--- src/rtl/ad9833_freq_writer_if.sv ---
// Handshake and pin bundle for the AD9833 frequency writer.
// master drives the request side; slave is the serializer.
interface ad9833_freq_writer_if;
    logic        go;
    logic [15:0] control;
    logic [27:0] freq;
    logic        good_to_reset_go;
    logic        send_complete;
    logic        busy;
    logic        fsync;
    logic        sclk;
    logic        sdata;

    modport master (
        output go, control, freq,
        input  good_to_reset_go, send_complete, busy, fsync, sclk, sdata
    );

    modport slave (
        input  go, control, freq,
        output good_to_reset_go, send_complete, busy, fsync, sclk, sdata
    );
endinterface

--- src/rtl/ad9833_freq_writer.sv ---
// Serializes control + 28-bit frequency into three 16-bit AD9833 words on FSYNC/SCLK/SDATA.
// Latency 3*(33*SCLK_DIV+FSYNC_GAP) cycles from acceptance to send_complete; go ignored while busy.
module ad9833_freq_writer #(
    parameter int SCLK_DIV  = 25,
    parameter int FSYNC_GAP = 10,
    parameter int FREQ_REG  = 0
) (
    input  logic                  clk,
    input  logic                  rst,
    ad9833_freq_writer_if.slave   bus
);

    localparam int MAXC = (SCLK_DIV > FSYNC_GAP) ? SCLK_DIV : FSYNC_GAP;
    localparam int CW   = $clog2(MAXC) + 1;
    localparam logic [CW-1:0] DIV_LAST = CW'(SCLK_DIV - 1);
    localparam logic [CW-1:0] GAP_LAST = CW'(FSYNC_GAP - 1);
    localparam logic [1:0]    PREFIX   = (FREQ_REG == 0) ? 2'b01 : 2'b10;

    typedef enum logic [2:0] {
        S_IDLE, S_SETUP, S_LO, S_HI, S_GAP, S_DONE
    } state_t;

    state_t          state_q, state_d;
    logic            armed_q;
    logic            ack_q;
    logic [CW-1:0]   cnt_q;
    logic [3:0]      bit_cnt_q;
    logic [1:0]      word_cnt_q;
    logic [15:0]     shift_q;
    logic [15:0]     w1_q;
    logic [15:0]     w2_q;
    logic            accept;

    logic            fsync_c, sclk_c, sdata_c, busy_c, done_c;

    // Bits 15:13 of control are replaced by the address/B28 bits.
    logic unused_ctl;
    assign unused_ctl = ^bus.control[15:13];

    always_ff @(posedge clk or posedge rst) begin
        if (rst) begin
            state_q <= S_IDLE;
        end else begin
            state_q <= state_d;
        end
    end

    always_comb begin
        state_d = state_q;
        accept  = 1'b0;
        case (state_q)
            S_IDLE: begin
                if (bus.go && armed_q) begin
                    accept  = 1'b1;
                    state_d = S_SETUP;
                end
            end
            S_SETUP: if (cnt_q == DIV_LAST) state_d = S_LO;
            S_LO:    if (cnt_q == DIV_LAST) state_d = S_HI;
            S_HI: begin
                if (cnt_q == DIV_LAST) begin
                    state_d = (bit_cnt_q == 4'd15) ? S_GAP : S_LO;
                end
            end
            S_GAP: begin
                if (cnt_q == GAP_LAST) begin
                    state_d = (word_cnt_q == 2'd2) ? S_DONE : S_SETUP;
                end
            end
            S_DONE:  state_d = S_IDLE;
            default: state_d = S_IDLE;
        endcase
    end

    always_comb begin
        fsync_c = 1'b1;
        sclk_c  = 1'b1;
        sdata_c = 1'b0;
        busy_c  = (state_q != S_IDLE);
        done_c  = (state_q == S_DONE);
        case (state_q)
            S_SETUP, S_HI: begin
                fsync_c = 1'b0;
                sdata_c = shift_q[15];
            end
            S_LO: begin
                fsync_c = 1'b0;
                sclk_c  = 1'b0;
                sdata_c = shift_q[15];
            end
            default: ;
        endcase
    end

    assign bus.fsync            = fsync_c;
    assign bus.sclk             = sclk_c;
    assign bus.sdata            = sdata_c;
    assign bus.busy             = busy_c;
    assign bus.send_complete    = done_c;
    assign bus.good_to_reset_go = ack_q;

    always_ff @(posedge clk or posedge rst) begin
        if (rst) begin
            armed_q    <= 1'b1;
            ack_q      <= 1'b0;
            cnt_q      <= '0;
            bit_cnt_q  <= '0;
            word_cnt_q <= '0;
            shift_q    <= '0;
            w1_q       <= '0;
            w2_q       <= '0;
        end else begin
            ack_q <= accept;
            // Re-arm only after go has been seen low, so a held go cannot retrigger.
            if (!bus.go) begin
                armed_q <= 1'b1;
            end else if (accept) begin
                armed_q <= 1'b0;
            end

            if (state_d != state_q || state_q == S_IDLE) begin
                cnt_q <= '0;
            end else begin
                cnt_q <= cnt_q + CW'(1);
            end

            if (accept) begin
                shift_q    <= {2'b00, 1'b1, bus.control[12:0]};
                w1_q       <= {PREFIX, bus.freq[13:0]};
                w2_q       <= {PREFIX, bus.freq[27:14]};
                word_cnt_q <= '0;
                bit_cnt_q  <= '0;
            end else if (state_q == S_LO && state_d == S_HI) begin
                // Last HI phase is FSYNC hold: keep the LSB on the pin.
                if (bit_cnt_q != 4'd15) begin
                    shift_q <= {shift_q[14:0], 1'b0};
                end
            end else if (state_q == S_HI && state_d == S_LO) begin
                bit_cnt_q <= bit_cnt_q + 4'd1;
            end else if (state_q == S_GAP && state_d == S_SETUP) begin
                shift_q    <= w1_q;
                w1_q       <= w2_q;
                word_cnt_q <= word_cnt_q + 2'd1;
                bit_cnt_q  <= '0;
            end
        end
    end

endmodule
--- src/flat_wrapper.sv ---
// flat-port wrapper written by rule: the top's interface ports become plain ports
module ad9833_freq_writer_flat 
#(
    parameter int SCLK_DIV  = 25,
    parameter int FSYNC_GAP = 10,
    parameter int FREQ_REG  = 0
)
  (clk, rst, bus_go, bus_control, bus_freq, bus_good_to_reset_go, bus_send_complete, bus_busy, bus_fsync, bus_sclk, bus_sdata);
  ad9833_freq_writer_if bus_i ();
  input  logic clk;
  input  logic rst;
  input wire logic [$bits(bus_i.go)-1:0] bus_go;
  input wire logic [$bits(bus_i.control)-1:0] bus_control;
  input wire logic [$bits(bus_i.freq)-1:0] bus_freq;
  output wire logic [$bits(bus_i.good_to_reset_go)-1:0] bus_good_to_reset_go;
  output wire logic [$bits(bus_i.send_complete)-1:0] bus_send_complete;
  output wire logic [$bits(bus_i.busy)-1:0] bus_busy;
  output wire logic [$bits(bus_i.fsync)-1:0] bus_fsync;
  output wire logic [$bits(bus_i.sclk)-1:0] bus_sclk;
  output wire logic [$bits(bus_i.sdata)-1:0] bus_sdata;
  assign bus_i.go = bus_go;
  assign bus_i.control = bus_control;
  assign bus_i.freq = bus_freq;
  assign bus_good_to_reset_go = bus_i.good_to_reset_go;
  assign bus_send_complete = bus_i.send_complete;
  assign bus_busy = bus_i.busy;
  assign bus_fsync = bus_i.fsync;
  assign bus_sclk = bus_i.sclk;
  assign bus_sdata = bus_i.sdata;
  ad9833_freq_writer #(.SCLK_DIV(SCLK_DIV), .FSYNC_GAP(FSYNC_GAP), .FREQ_REG(FREQ_REG)) u_core (.clk(clk), .rst(rst), .bus(bus_i));
endmodule
--- config.mk ---
export PLATFORM = sky130hd
export DESIGN_NAME = ad9833_freq_writer_flat
export DESIGN_NICKNAME = d
export VERILOG_FILES = /design/src/rtl/ad9833_freq_writer_if.sv /design/src/rtl/ad9833_freq_writer.sv /design/src/flat_wrapper.sv
export SDC_FILE = /design/constraint.sdc
export NUM_CORES = 1
export LEC_CHECK = 0
export ABC_AREA = 1
export CAP_MARGIN = 20
export CORE_UTILIZATION = 48
export CTS_CLUSTER_DIAMETER = 40
export DETAILED_ROUTE_END_ITERATION = 8
export HOLD_SLACK_MARGIN = 0.03
export MAX_ROUTING_LAYER = met4
export PLACE_DENSITY = 0.84
export RECOVER_POWER = 100
export SLEW_MARGIN = 20
export SYNTH_ARGS = -nofsm -noshare
export SYNTH_HDL_FRONTEND = slang
export SYNTH_SLANG_ARGS = --single-unit
--- constraint.sdc ---
create_clock -name clk -period 1.9 [get_ports clk]
set_input_delay 0.285 -clock clk [delete_from_list [all_inputs] [get_ports clk]]
set_output_delay 0.285 -clock clk [all_outputs]
set_load 0.02 [all_outputs]
## Yosys cells after proc, flatten, opt, wreduce, memory -nomap -nowiden

Cells that the tools add are included.

- Add/sub/neg operators: 3
- Multipliers: 0
- Div/mod/pow operators: 0
- Order comparisons: 0
- Equality and inequality tests: 19
- Shifts and indexed selects: 0
- Multiplexer cells: 33
- Bitwise logic cells: 0
- Reduce and logical (&&, ||, !) cells: 14

Operators by type and width:

| cell | count |
|---|---|
| 16-bit two-way mux | 9 |
| 3-bit two-way mux | 7 |
| 4-bit two-way mux | 4 |
| 3-bit case mux with 5 select lines | 1 |
| 3-bit by 2-bit equality test with 1-bit output (second input constant) | 4 |
| 3-bit nonzero test | 3 |
| 2-bit two-way mux | 4 |
| 1-bit two-way mux | 7 |
| 6-bit by 1-bit adder with 6-bit output (second input constant) | 1 |
| 3-bit by 1-bit equality test with 1-bit output (second input constant) | 2 |
| 3-bit equality test (second input constant) | 2 |
| 6-bit by 4-bit equality test with 1-bit output (second input constant) | 1 |
| 6-bit by 5-bit equality test with 1-bit output (second input constant) | 1 |
| 6-bit two-way mux | 1 |
| 2-bit by 1-bit != test with 1-bit output (second input constant) | 3 |
| 3-bit AND reduction | 2 |
| 4-bit by 1-bit adder with 4-bit output (second input constant) | 1 |
| 4-bit equality test (second input constant) | 1 |
| 1-bit logical AND | 4 |
| 4-bit != test (second input constant) | 1 |
| 3-bit logical NOT | 1 |
| 3-bit by 1-bit != test with 1-bit output (second input constant) | 1 |
| 3-bit by 2-bit != test with 1-bit output (second input constant) | 1 |
| 3-bit != test | 1 |
| 6 further kinds | 6 |

- Register bits after elaboration: 64
- Bits in latches: 0
- Memory bits (writable): 0
- Memory bits (read-only): 0
- Output and inout bits: 6
- Logic and storage cells: 78
- Memories kept: 0

## Depth between registers and ports, before layout

Gate-level depths: netlist of run 1.

- Word-level depth: 10
- Gate-level depth with buffers: 12
- Mapped depth without buffers: 11

## Worst setup path before layout of run 1

Ideal clock, no wire load.

- Kind: register to register
- From: register u_core.cnt_q[0]
- To: register u_core.shift_q[10]
- Library setup time: 117 ps
- Data arrival time: 1505 ps
- Data required time: 1783 ps
- Slack: 279 ps
- Cell stages (with the launch flop): 11
- Buffers on the path: 1
- Period minus slack after synthesis: 1621 ps
- Cell sequence: dfrtp_1 inv_1 ha_1 nand3_1 nor2_4 nand3_2 nand3_2 nand3_4 buf_4 nand3_1 nand2_1

- Cells in the longest elaborated chain, start to end: 7

RTL lines:

| item | line | text |
|---|---|---|
| start, declared | ad9833_freq_writer.sv:26 | `logic [CW-1:0] cnt_q;` |
| start signal, assigned | ad9833_freq_writer.sv:124 | `cnt_q <= cnt_q + CW'(1);` |
| 6-bit by 4-bit equality test with 1-bit output / 6-bit by 5-bit equality test with 1-bit output (equally long branches) | -- |  |
| 3-bit two-way mux (on tied branches) | -- |  |
| 3-bit case mux with 5 select lines (*) | ad9833_freq_writer.sv:51 | `case (state_q)` |
| 3-bit by 2-bit equality test with 1-bit output (tied with other cells) | ad9833_freq_writer.sv:133 | `end else if (state_q == S_LO && state_d == S_HI) begin` |
| 1-bit logical AND (on tied branches) | ad9833_freq_writer.sv:133, ad9833_freq_writer.sv:138, ad9833_freq_writer.sv:140 |  |
| 3-bit by 2-bit != test with 1-bit output (no line) (tied with other cells) | -- |  |
| 3-bit AND reduction (no line) / 16-bit two-way mux (equally long branches) | -- |  |
| end signal, assigned | ad9833_freq_writer.sv:128 | `shift_q <= {2'b00, 1'b1, bus.control[12:0]};` |
| end signal, assigned | ad9833_freq_writer.sv:136 | `shift_q <= {shift_q[14:0], 1'b0};` |
| end signal, assigned | ad9833_freq_writer.sv:141 | `shift_q <= w1_q;` |
| end, declared | ad9833_freq_writer.sv:29 | `logic [15:0] shift_q;` |

Mark *: on every way between the ends. The rest lies on a longest branch, timed or not.
A chain may end at the register's enable or synchronous reset.

## Worst setup path in the final report of run 1

- From: register u_core.cnt_q[1]
- To: register u_core.shift_q[7]

The elaborated chain is that of the path after synthesis.

==> impl_metrics.ini, run 1 <==
[run_status]
outcome = finished with violations
failed_checks = DRC

[synth]
yosys_warnings = 0
syn_inst = 432
syn_nets = 484
yosysMostFrequentCell = nand2_1
avgSynthCellArea_sq_um = 7.56
mappedNetlistArea_sq_um = 3260
async_reset_ff_frac = 1.00
synthTopCellsByArea = dfrtp_1, nand2_1, nand3_1, inv_1, o21ai_0
synthTopCellsByCount = nand2_1, dfrtp_1, nand3_1
synth_ff_type = dfrtp_1
synth_top_area_share = 0.475
synth_area_leader_cell = dfrtp_1
synth_enable_flop_cells = 0
ys_seq_area_frac = 0.483
synth.distinct_cells = 31
synth_seq_cells = 63

[cts]
cts_tree = done
clock_sink_count = 63
clk_pin_slew_ps = 70
cts_buffers = 9
htreeDepth = 3
clk_latency_ps = 350
cts_hold_buf = 0
clockBufferDepth = 2
root_buffer = clkbuf_8

[worst_hold_path]
hp-class = reg2reg
whs_endpoint = u_core.w2_q[14]$_DFFE_PP0P_
hold_depth = 1
hp-start = u_core.w2_q[14]$_DFFE_PP0P_

[layout]
antenna_cells = 0
fin_nets = 550
area_delta_synth_final_pct = 27.9
drive_gt1_frac = 0.133
seqCellArea_sq_um = 1580
instances_no_fill = 580
nFillCells = 546
multiInputGateArea_sq_um = 1500

[worst_setup_path]
rr_worst_depth = 10
worstReg2RegEnd = u_core.shift_q[7]$_DFFE_PP0P_
critPathRequiredTime_ps = 2140
rr_startpoint = u_core.cnt_q[1]$_DFF_PP0_
start_kind = flip-flop
end_kind = flip-flop
reg2reg_slack_ps = 80
cp_data_arrival_time_ps = 2060
crit_fanout = 8
worst-setup-path-type = reg2reg

[placed_design]
place.detailed.hpwl_mm = 4.94
place.gp.congestion = 0.826
place_inst = 559
io_buffer_count = 49
place_ws_ps = 44.5

[timing]
hold_viol = 0
worstMarginPinSlew_ps = 837
setup_violations = 0
drv_slew = 0
finClkSkew_ps = 7.31
fin_ws_ps = 83.0
post-route-period-util = 0.956
fmax_mhz = 550
period_needed_ps = 1820
maxSlewHeadroom = 0.442

[global_route]
grt_pass1_vias = 2737
grt_remaining_overflow = 0
grt_pass1_wl_mm = 12.1
antenna_found_initial = 0
grt_max_degree = 64
track_usage = 0.223

[floorplan]
pin_count = 53
die-area_sq_um = 7130
dieWidth_um = 84.5
chipHeight_um = 84.5
rows = 29
floorplan.initialDensity = 0.505
core_sq_um = 6460

[routing]
first_iter_violations = 190
vias_per_cell = 5.01
routed_wl_mm = 7.15
num_vias = 2906
wl_per_cell_um = 12.3
drtPass1Iterations = 7
ant_nets = 0
drc = 2

[power_and_ir_drop]
power_density_nw_per_um2 = 604
total_power_mw = 2.52
power.leakage_nw = 2.24
ir_drop_uv = 354

[run]
maxCapViolations = 0
## logic make-up after synthesis
family	Yosys count	share of synthesized area
simple gates	283	0.377
flops	63	0.483
buf+inv	55	0.0744
compound gates	21	0.0330
xor+xnor	5	0.0134
fa+ha+maj	5	0.0192
## stage by stage
stage / util / TNS [ps] / hold slack (ps) / cell area (sq um)
2_1_floorplan: - / 0 / 328 / 3260
3_3_place_gp: 0.606 / 0 / 438 / 3910
3_5_place_dp: 0.606 / 0 / 438 / 3910
4_1_cts: 0.633 / 0 / 325 / 4090
5_1_grt: 0.646 / -138 / 472 / 4170
6_report: 0.646 / 0 / 457 / 4170
## area by class of cell
type | count | share of cell area
clock inverter | 7 | 0.0135
timing repair buffer | 69 | 0.159
tap | 77 | 0.0231
clock buffer | 9 | 0.0297
inverter | 41 | 0.0369
sequential | 63 | 0.378
multi-input combinational | 314 | 0.360
## worst max-delay path, stage by stage, from the launching register on
cell and delay (ps):
dfrtp_1 400, inv_1 90, ha_2 200, nand3_2 100
nor2_4 180, nand3_4 110, nand3_4 130, nand3_4 170
buf_4 210, nand3_1 70, nand2_1 60
## per-layer routing
| layer | up-vias | track usage | part of all wire |
|---|---|---|---|
| met2 | 63 | 0.341 | 0.49 |
| met5 | - | - | 0 |
| met3 | 10 | 0.0482 | 0.034 |
| met1 | 1364 | 0.290 | 0.46 |
| met4 | 0 | 0.0909 | 0.018 |
| li1 | 1469 | - | - |
## cells in the final DEF, fill, tap and decap left out, types with 2 or more instances in the layout
cell	n
inv_6	3
clkbuf_8	9
nor2_2	4
o21ai_0	13
clkbuf_2	2
ha_1	4
nand2_4	3
nor2_1	14
inv_1	35
buf_12	2
clkinv_1	2
buf_4	15
clkinv_4	2
or2_0	2
nand2_1	200
o21ai_1	5
nand3_1	41
or2_2	2
nor2_4	3
nand4_1	2
dfrtp_1	61
dlygate4sd2_1	3
nand3_4	4
xor2_1	4
clkdlybuf4s50_1	43
inv_2	4
nand2_2	2
nor3_1	2
## timing repair
item | 4_1_cts | 5_1_grt
setup endpoints to repair | 5 | 26
resized for setup | 6 | 19
setup buffers | 0 | 5
pin swaps | 0 | 2
## report_power, final
group,total (mW),switching [mW],internal (mW)
clock,1.06,0.576,0.488
combinational,0.115,0.0380,0.0772
sequential,1.34,0,1.34
total,2.52,0.614,1.90
## how the worst max path moves through the flow
stage                                       to  slack (ps)                        start  depth (start not counted)
4_1_cts                               bus_sclk          20  u_core.state_q[2]$_DFF_PP0_                          6
5_1_grt          u_core.shift_q[7]$_DFFE_PP0P_         -30    u_core.cnt_q[1]$_DFF_PP0_                         10
3_3_place_gp     u_core.shift_q[7]$_DFFE_PP0P_         100    u_core.cnt_q[1]$_DFF_PP0_                         10
2_1_floorplan  u_core.bit_cnt_q[0]$_DFFE_PP0P_          50                          rst                          1
6_report         u_core.shift_q[7]$_DFFE_PP0P_          80    u_core.cnt_q[1]$_DFF_PP0_                         10
3_5_place_dp     u_core.shift_q[7]$_DFFE_PP0P_          40    u_core.cnt_q[1]$_DFF_PP0_                         10
## registers in the layout, summed over array words and instances, names as in the netlist
signal,count
u_core.word_cnt_q,2
u_core.bus.good_to_reset_go,1
u_core.bit_cnt_q,4
u_core.w2_q,15
u_core.shift_q,16
u_core.cnt_q,6
u_core.armed_q,1
u_core.state_q,3
u_core.w1_q,15
No activity file was read; power rests on OpenSTA's default activity.
==> inputs of run 2 (changes only) <==
--- a/config.mk
+++ b/config.mk
@@ -7,6 +7,7 @@
 export LEC_CHECK = 0
 export ABC_AREA = 1
 export CAP_MARGIN = 20
+export CORE_MARGIN = 4
 export CORE_UTILIZATION = 48
 export CTS_CLUSTER_DIAMETER = 40
 export DETAILED_ROUTE_END_ITERATION = 8
==> impl_metrics.ini, run 2 (same netlist as run 1, synthesis figures left out) <==
[cts]
clk_pin_slew_ps = 70
root_buffer = clkbuf_8
cts_buffers = 9
clk_latency_ps = 340
clockBufferDepth = 2
htreeDepth = 3
cts_tree = done
clock_sink_count = 63

[global_route]
grt_pass1_vias = 2787
track_usage = 0.190
grt_remaining_overflow = 0
antenna_found_initial = 0
grt_pass1_wl_mm = 12.5
grt_max_degree = 64

[layout]
final_cell_mix = nand2_1, dfrtp_1, clkdlybuf4s50_1, nand3_1, inv_1
final_cell_area_sq_um = 4190
regMostFlops = u_core.shift_q
area_delta_synth_final_pct = 28.3
largest_register_ff_count = 16
antenna_cells = 0
reg_top3 = u_core.shift_q x16, u_core.w1_q x15, u_core.w2_q x15
fin_nets = 547
drive_gt1_frac = 0.124
final_common_cell = nand2_1
utilization = 0.649

[worst_setup_path]
crit_slowest_cell = dfrtp_2
critPathRequiredTime_ps = 1620
start_kind = flip-flop
worst_path_most_repeated_cell = inv_2
rr_startpoint = u_core.cnt_q[1]$_DFF_PP0_
crit_fanout = 6
max_stage_delay_ps = 440
cp_data_arrival_time_ps = 1540
worst-setup-path-type = reg2out
worstReg2RegEnd = u_core.bit_cnt_q[3]$_DFFE_PP0P_
endpoint = bus_sclk
end_kind = primary output
reg2reg_slack_ps = 110
critPathLaunch = u_core.state_q[2]$_DFF_PP0_
rr_worst_depth = 11
crit_chain = inv_2 -> nand2_2 -> nor2_4 -> buf_4 -> inv_2 -> clkdlybuf4s15_1

[floorplan]
dieWidth_um = 90.5
chipHeight_um = 90.5
rows = 29
die-area_sq_um = 8180
pin_count = 53
floorplan.initialDensity = 0.505
core_sq_um = 6460

[placed_design]
place.detailed.hpwl_mm = 4.97
io_buffer_count = 49
placed_area_sq_um = 3900
place.gp.congestion = 0.912

[timing]
maxSlewHeadroom = 0.432
fmax_mhz = 548
hold_viol = 0
worstMarginPinSlew_ps = 851
drv_slew = 0
period_needed_ps = 1830
finClkSkew_ps = 8.98
fin_tns_setup_ps = 0
post-route-period-util = 0.961
setup_violations = 0

[run]
maxCapViolations = 0

[routing]
first_iter_violations = 206
wl_per_cell_um = 12.8
vias_per_cell = 5.04
drtPass1Iterations = 4
drc = 0
num_vias = 2907
ant_nets = 0
routed_wl_mm = 7.36

[power_and_ir_drop]
power_density_nw_per_um2 = 640
ir_drop_uv = 508
power.leakage_nw = 2.25

[run_status]
outcome = completed

[worst_hold_path]
hp-class = reg2reg
## run 2: changes by cell type in the layout (fill, tap and decap cells not counted), sizes merged
cell	previous run	this run
buf	19	16
bufinv	0	1
clkbuf	12	14
clkdlybuf4s15	0	2
clkdlybuf4s50	43	42
clkinv	5	4
clkinvlp	1	0
dlygate4sd3	1	2
inv	42	39
## run 2: area by class of cell
class | instances | area [sq um]
Tap cell | 77 | 96.3
Inverter | 41 | 156
Timing Repair Buffer | 66 | 643
Clock inverter | 3 | 40.0
Sequential cell | 63 | 1580
Multi-Input combinational cell | 314 | 1500
Fill cell | 526 | 2270
Clock buffer | 13 | 169
## run 2: critical path: cells and delay by family (launching register included)
| kind | cells | cell delay [ps] |
|---|---|---|
| buf+inv | 4 | 590 |
| simple gates | 2 | 170 |
| flops | 1 | 440 |
## run 2: metrics by stage
| stage | power [mW] | hold WS (ps) | setup slack (ps) | cells |
|---|---|---|---|---|
| final | 2.68 | 461 | 75.0 | 577 |
| after global routing | 2.77 | 478 | -9.65 | 577 |
| after CTS | 2.70 | 337 | 13.8 | 573 |
| after detailed placement | 1.49 | 443 | 43.9 | 557 |
| after global placement | 1.49 | 439 | 72.3 | 557 |
| after floorplan | 1.39 | 328 | 46.9 | 432 |
## run 2: worst min-delay path by stage
stage / from / end / slack, ps / cells after the start
after floorplan: bus_go / u_core.armed_q$_DFFE_PP1P_ / 330 / 1
after global placement: u_core.w2_q[14]$_DFFE_PP0P_ / u_core.w2_q[14]$_DFFE_PP0P_ / 440 / 1
after detailed placement: u_core.w2_q[14]$_DFFE_PP0P_ / u_core.w2_q[14]$_DFFE_PP0P_ / 440 / 1
after CTS: rst / u_core.shift_q[0]$_DFFE_PP0P_ / 340 / 3
after global routing: u_core.w2_q[14]$_DFFE_PP0P_ / u_core.w2_q[14]$_DFFE_PP0P_ / 480 / 1
final: u_core.w2_q[14]$_DFFE_PP0P_ / u_core.w2_q[14]$_DFFE_PP0P_ / 460 / 1
## run 2: routing by layer
layer	GRT usage	routed length [um]	up-vias
met4	0.0740	183	0
li1	-	-	1462
met5	-	0	-
met3	0.0250	349	17
met2	0.308	3520	83
met1	0.243	3310	1345
## run 2: where the power goes
part / internal (mW) / total [mW] / switching, mW
registers: 1.34 / 1.34 / 0
clock network: 0.710 / 1.23 / 0.517
logic: 0.0772 / 0.115 / 0.0379
## run 2: timing repair
| action | CTS | global route |
|---|---|---|
| pin swaps | 0 | 3 |
| endpoints found under the setup margin | 5 | 38 |
| hold buffers | 0 | 0 |
| buffers inserted | 0 | 4 |
| gates resized for setup | 5 | 20 |
